`src/rtl/sync_fifo_bram.sv`:
```
// Single-clock FIFO on a block-RAM array, DEPTH-1 usable entries.
// Define FIFO_BRAM_FWFT_EN for first-word-fall-through reads.
module sync_fifo_bram #(
  parameter int DEPTH = 16,
  parameter int WIDTH = 32
) (
  input  logic                     i_clock,
  input  logic                     i_reset,
  input  logic                     i_write,
  input  logic [WIDTH-1:0]         i_wdata,
  input  logic                     i_read,
  output logic [WIDTH-1:0]         o_rdata,
  output logic                     o_empty,
  output logic                     o_full,
  output logic [$clog2(DEPTH)-1:0] o_queued
);
  localparam int AW = $clog2(DEPTH);

  logic [WIDTH-1:0] r_mem [DEPTH];
  logic [AW-1:0]    r_wr_ptr;
  logic [AW-1:0]    r_rd_ptr;
  logic [AW-1:0]    r_queued;
  logic             r_empty;
  logic             r_full;
  logic             w_push;
  logic             w_pop;
  logic [AW-1:0]    w_queued_nxt;

  assign w_push = i_write & ~r_full;
  assign w_pop  = i_read & ~r_empty;

  always_comb begin
    w_queued_nxt = r_queued;
    unique case ({w_push, w_pop})
      2'b10:   w_queued_nxt = r_queued + AW'(1);
      2'b01:   w_queued_nxt = r_queued - AW'(1);
      default: w_queued_nxt = r_queued;
    endcase
  end

  // No reset on the array so it maps onto block RAM.
  always_ff @(posedge i_clock) begin
    if (w_push)
      r_mem[r_wr_ptr] <= i_wdata;
  end

  always_ff @(posedge i_clock or negedge i_reset) begin
    if (!i_reset) begin
      r_wr_ptr <= '0;
      r_rd_ptr <= '0;
      r_queued <= '0;
      r_empty  <= 1'b1;
      r_full   <= 1'b0;
    end else begin
      if (w_push)
        r_wr_ptr <= r_wr_ptr + AW'(1);
      if (w_pop)
        r_rd_ptr <= r_rd_ptr + AW'(1);
      r_queued <= w_queued_nxt;
      r_empty  <= (w_queued_nxt == '0);
      r_full   <= (w_queued_nxt == AW'(DEPTH - 1));
    end
  end

`ifdef FIFO_BRAM_FWFT_EN
  assign o_rdata = r_empty ? '0 : r_mem[r_rd_ptr];
`else
  logic [WIDTH-1:0] r_rdata;

  always_ff @(posedge i_clock or negedge i_reset) begin
    if (!i_reset)
      r_rdata <= '0;
    else if (w_pop)
      r_rdata <= r_mem[r_rd_ptr];
  end

  assign o_rdata = r_rdata;
`endif

  assign o_empty  = r_empty;
  assign o_full   = r_full;
  assign o_queued = r_queued;
endmodule

```
`config.mk`:
```
export PLATFORM = sky130hd
export DESIGN_NAME = sync_fifo_bram
export DESIGN_NICKNAME = d
export VERILOG_FILES = /design/src/rtl/sync_fifo_bram.sv
export SDC_FILE = /design/constraint.sdc
export NUM_CORES = 1
export LEC_CHECK = 0
export CAP_MARGIN = 20
export CORE_MARGIN = 5
export CORE_UTILIZATION = 35
export DETAILED_ROUTE_END_ITERATION = 10
export GPL_TIMING_DRIVEN = 0
export PLACE_DENSITY_LB_ADDON = 0.25
export SETUP_SLACK_MARGIN = 0.1
export SLEW_MARGIN = 40
export SYNTH_ARGS = -nofsm -noshare
export SYNTH_HDL_FRONTEND = slang
export SYNTH_SLANG_ARGS = --single-unit
```
`constraint.sdc`:
```
create_clock -name i_clock -period 3 [get_ports i_clock]
set_input_delay 0.45 -clock i_clock [delete_from_list [all_inputs] [get_ports i_clock]]
set_output_delay 0.45 -clock i_clock [all_outputs]
set_load 0.03 [all_outputs]
```
* Word-level counts from Yosys, hierarchy flattened *
Memories as Yosys holds them, arrays and structs flattened. A register that Yosys moved wholly into a read port is not among the register bits.
Cells that the tools add are included.

storage, ports and cells
  bits in registers = 14
  memory bits (writable) = 512
  output and inout bits = 38
  memories = 1

cells by class
  add/sub/neg operators = 4
  equality and inequality tests = 3
  muxes and demuxes = 3
  bitwise operators = 4
  reduce and logical (&&, ||, !) cells = 2

memory list
  name   words  width  read ports  clocked after memory_dff  write ports  line  RTL
  r_mem  16     32     1           1                         1            19    logic [WIDTH-1:0] r_mem [DEPTH];

operators by type and width
  operator             number
  $add 4x1->4 const B  3
  $pmux 4 s2           1
  $eq 4x4->1 const B   1
  $logic_not 4->1      1
  $sub 4x1->4 const B  1
  $and 1x1->1          2
  $eq 2x1->1 const B   1
  $eq 2x2->1 const B   1
  $mux 1               2
  $not 1->1            2
  $logic_not 1->1      1

* Depth between registers and ports, before layout *
  word-level depth = 5
  depth in mapped cells = 10

* Worst setup path after synthesis *
Ideal clock, no wire load.

  kind = register -> register
  start point = reg r_empty (netlist: o_empty)
  end point = reg r_empty (netlist: o_empty)
  arrival time = 2344 ps
  required time = 2895 ps
  slack = 552 ps
  stages on the path, launching flop included = 11
  clock period less this slack = 2448 ps
  cells stage by stage = dfstp_2 -> nand2b_1 -> buf_2 -> nor2_1 -> xor2_1 -> ha_1 -> a21oi_1 -> or3_1 -> nand2_1 -> or3_1 -> a2111oi_2

on the way
  cells in the longest elaborated chain, start to end = 5

RTL lines
  what                                             line  RTL
  start: declaration                               23    logic r_empty;
  start signal: assignment                         60    r_empty <= (w_queued_nxt == '0);
  $not 1->1 *                                      30    assign w_pop = i_read & ~r_empty;
  $and 1x1->1 *                                    30
  $eq 2x1->1 / $eq 2x2->1 (equally long branches)  34    unique case ({w_push, w_pop})
  $pmux 4 s2 *                                     34
  $logic_not 4->1 *                                60

Every way passes the cells marked *; elsewhere a longest branch is shown, timed or not.
A chain may end at the register's enable or synchronous reset.

* Worst setup path in the final report *
Ends and elaborated chain as after synthesis.

==> out/results.tsv <==
metric	value	unit
outcome	completed	
dp_cells	1855	
rsz0062_at_grt	no	
row_count	90	
fin_nets	1175	
routed_wl	52200	microns
synth_top_area_cell	edfxtp_1	
cp.required	3.49	ns
synth.avg_cell_area	21.7	sq um
hold_class	in2async	
cts_setup_buffers	0	
async_flop_share	8.24	%
synth-seq-cells	558	
worst_pin_slew	0.823	ns
dp_hpwl	31100	microns
grt_usage	15.8	%
grt_max_degree	28	
slew_headroom	45.1	%
die-width	257	microns
synth_common_cells	512 x edfxtp_1, 128 x mux4_2, 64 x mux2i_1	
post-route-period-util	88.9	%
finalHoldViolations	0	
grt_antenna_before_repair	4	
clk_pin_slew_worst_paths	0.06	ns
dpl_worst_slack	-0.184	ns
synth.distinct_cells	37	
endpoint_kind	register	
synth_seq_area_share	77.5	%
stdcell_count	1962	
cts_tree	yes	
area_growth	18.4	%
p_seq_share	40.9	%
clock_latency	0.60	ns
htreeDepth	2	
design_area	25200	sq um
first_global_vias	10800	
ys_top_cells_by_area	edfxtp_1 72%, mux4_2 14%, dfrtp_1 5.3%	
drc	0	
synth_ff_type	edfxtp_1	
io_buffers	73	
vdd_drop_max	0.000470	V
critPathLaunchType	register	
clock-sinks	558	
syn_nets	1026	
layout_setup_ws	0.332	ns
min_period	2.67	ns
setup_viol	0	
synth_top_area_share	72.1	%
power_frac_clock	28.2	%
num_vias	10200	
ant_nets	0	
max_freq	375	MHz
crit_fanout	10	
power.switching	7.56	mW
dr.pass1.iters	4	
vias_per_cell	5.22	
place_area	23400	sq um
start_util	35.3	%
power.leakage	8.24	nW
grt_overflow	0	
core	60400	sq um
synth_warnings	0	
cap_violations	0	
grt_pass1_wl	75900	microns
synth_cells	983	
worstPathArrival	3.16	ns
p_int	16.8	mW
pin_count	74	
dieArea	66000	sq um
clock_path_buffers	3	
die_h	257	microns
skew	0.0101	ns
synth_most_common_cell	edfxtp_1	
clock-root-buffer	clkbuf_16	
critical_path_class	reg2reg	
routedWlPerCell	26.6	microns
drtIter0Drc	971	
p_per_area	964	nW/um^2
p_sw_share	31.1	%
comb_power_share	31.0	%
cts_buffers	56	
gp_congestion	0.696	
synth-edff-count	512	
maxSlewViolCount	0	
drive_gt1_share	24.2	%
p_total	24.3	mW
syn-cell-area	21300	sq um
fill_cells	5289	
cell families after synthesis:
family,after synthesis,synth area share (%)
AOI/OAI and AO/OA,77,1.94
adders and majority gates,7,0.411
and+or+nand+nor,82,1.87
muxes,193,16.6
buffers and inverters,57,1.32
xor gates and xnor gates,9,0.370
DFF,558,77.5
worst max-delay path, stage by stage (launching register included):
cell and delay [ns]:
dfstp_2 0.53, nand2b_1 0.20, clkbuf_4 0.31, nor2_1 0.11, xor2_1 0.15, ha_1 0.18, a21oi_1 0.14, or3_1 0.14
nand2_1 0.10, or3_1 0.38, a2111oi_2 0.33
layout by cell type, fill, tap and decap left out, types with 4 or more instances in the layout:
cell type,Yosys,layout
edfxtp_1,512,512
buf_6,5,6
bufinv_16,0,5
nor2_1,36,36
clkinv_2,0,9
clkbuf_2,0,10
nor3_1,4,4
o21ai_1,32,32
and2_4,0,16
dfrtp_1,45,45
clkbuf_1,14,24
inv_1,5,5
clkdlybuf4s50_1,0,72
a21oi_1,36,36
buf_12,0,16
nand2_1,10,10
buf_1,10,6
clkinv_1,0,8
xnor2_1,7,7
buf_2,21,23
mux2i_1,64,64
ha_1,7,7
clkbuf_16,0,57
mux4_2,128,128
worst paths after layout:
path / start / cells after the start / endpoint / slack (ns)
setup / recovery: o_empty$_DFF_PN1_ / 10 / o_empty$_DFF_PN1_ / 0.33
hold / removal: i_reset / 2 / o_queued[3]$_DFF_PN0_ / 0.28
setup reg to reg: o_empty$_DFF_PN1_ / 10 / o_empty$_DFF_PN1_ / 0.33
hold reg to reg: r_rd_ptr[3]$_DFFE_PN0P_ / 1 / r_rd_ptr[3]$_DFFE_PN0P_ / 0.51
max in group asynchronous: i_reset / 3 / o_rdata[11]$_DFFE_PN0P_ / 2.22
min in group i_clock: r_rd_ptr[3]$_DFFE_PN0P_ / 1 / r_rd_ptr[3]$_DFFE_PN0P_ / 0.51
power groups by stage:
stage	combinational [mW]	sequential [mW]	clock (mW)
2_1_floorplan	4.45	10.5	0
3_3_place_gp	7.44	10.1	0
3_5_place_dp	7.70	10.1	0
4_1_cts	7.73	9.96	7.00
5_1_grt	8.10	10.0	7.36
6_report	7.54	9.95	6.85
state kept, by name, summed over array words and instances, names as in the netlist:
register and flops:
o_full 1, o_empty 1, r_rd_ptr 4, r_mem 512, o_queued 4, r_wr_ptr 4, o_rdata 32
what timing repair did:
item,4_1_cts,5_1_grt
hold endpoints to repair,19,0
setup endpoints to repair,0,1
resized for setup,0,1
hold buffers,1,0
metrics by stage:
stage | hold slack, ns | setup TNS [ns] | utilization [%]
detailed placement | 0.349 | -0.451 | 38.8
floorplan | 0.154 | 0 | -
global placement | 0.474 | -558.97 | 38.2
global route | 0.306 | 0 | 41.8
CTS | 0.268 | 0 | 41.8
finish | 0.283 | 0 | 41.8
routing by layer:
metal | routed length [microns] | vias to the layer above | part of all wire, % | GRT usage [%]
met2 | 26400 | 282 | 51 | 26.7
met4 | 986 | 6 | 1.9 | 3.76
met3 | 2880 | 75 | 5.5 | 3.31
li1 | - | 4357 | - | -
met1 | 21900 | 5519 | 42 | 21.1
met5 | 28 | - | 0.054 | 0
cell type report:
cell class                      count  area [sq um]  share of cell area, %
Buffer                             51           278                   1.10
Multi-Input combinational cell    368          4550                   18.0
Antenna cell                        1          2.50                0.00991
Timing Repair Buffer               91          1090                   4.32
Clock buffer                       78          1530                   6.04
Clock inverter                     27           268                   1.06
Sequential cell                   558         16500                   65.5
Tap cell                          782           978                   3.88
Inverter                            6          22.5                 0.0892
(Power assumes the default switching activity.)
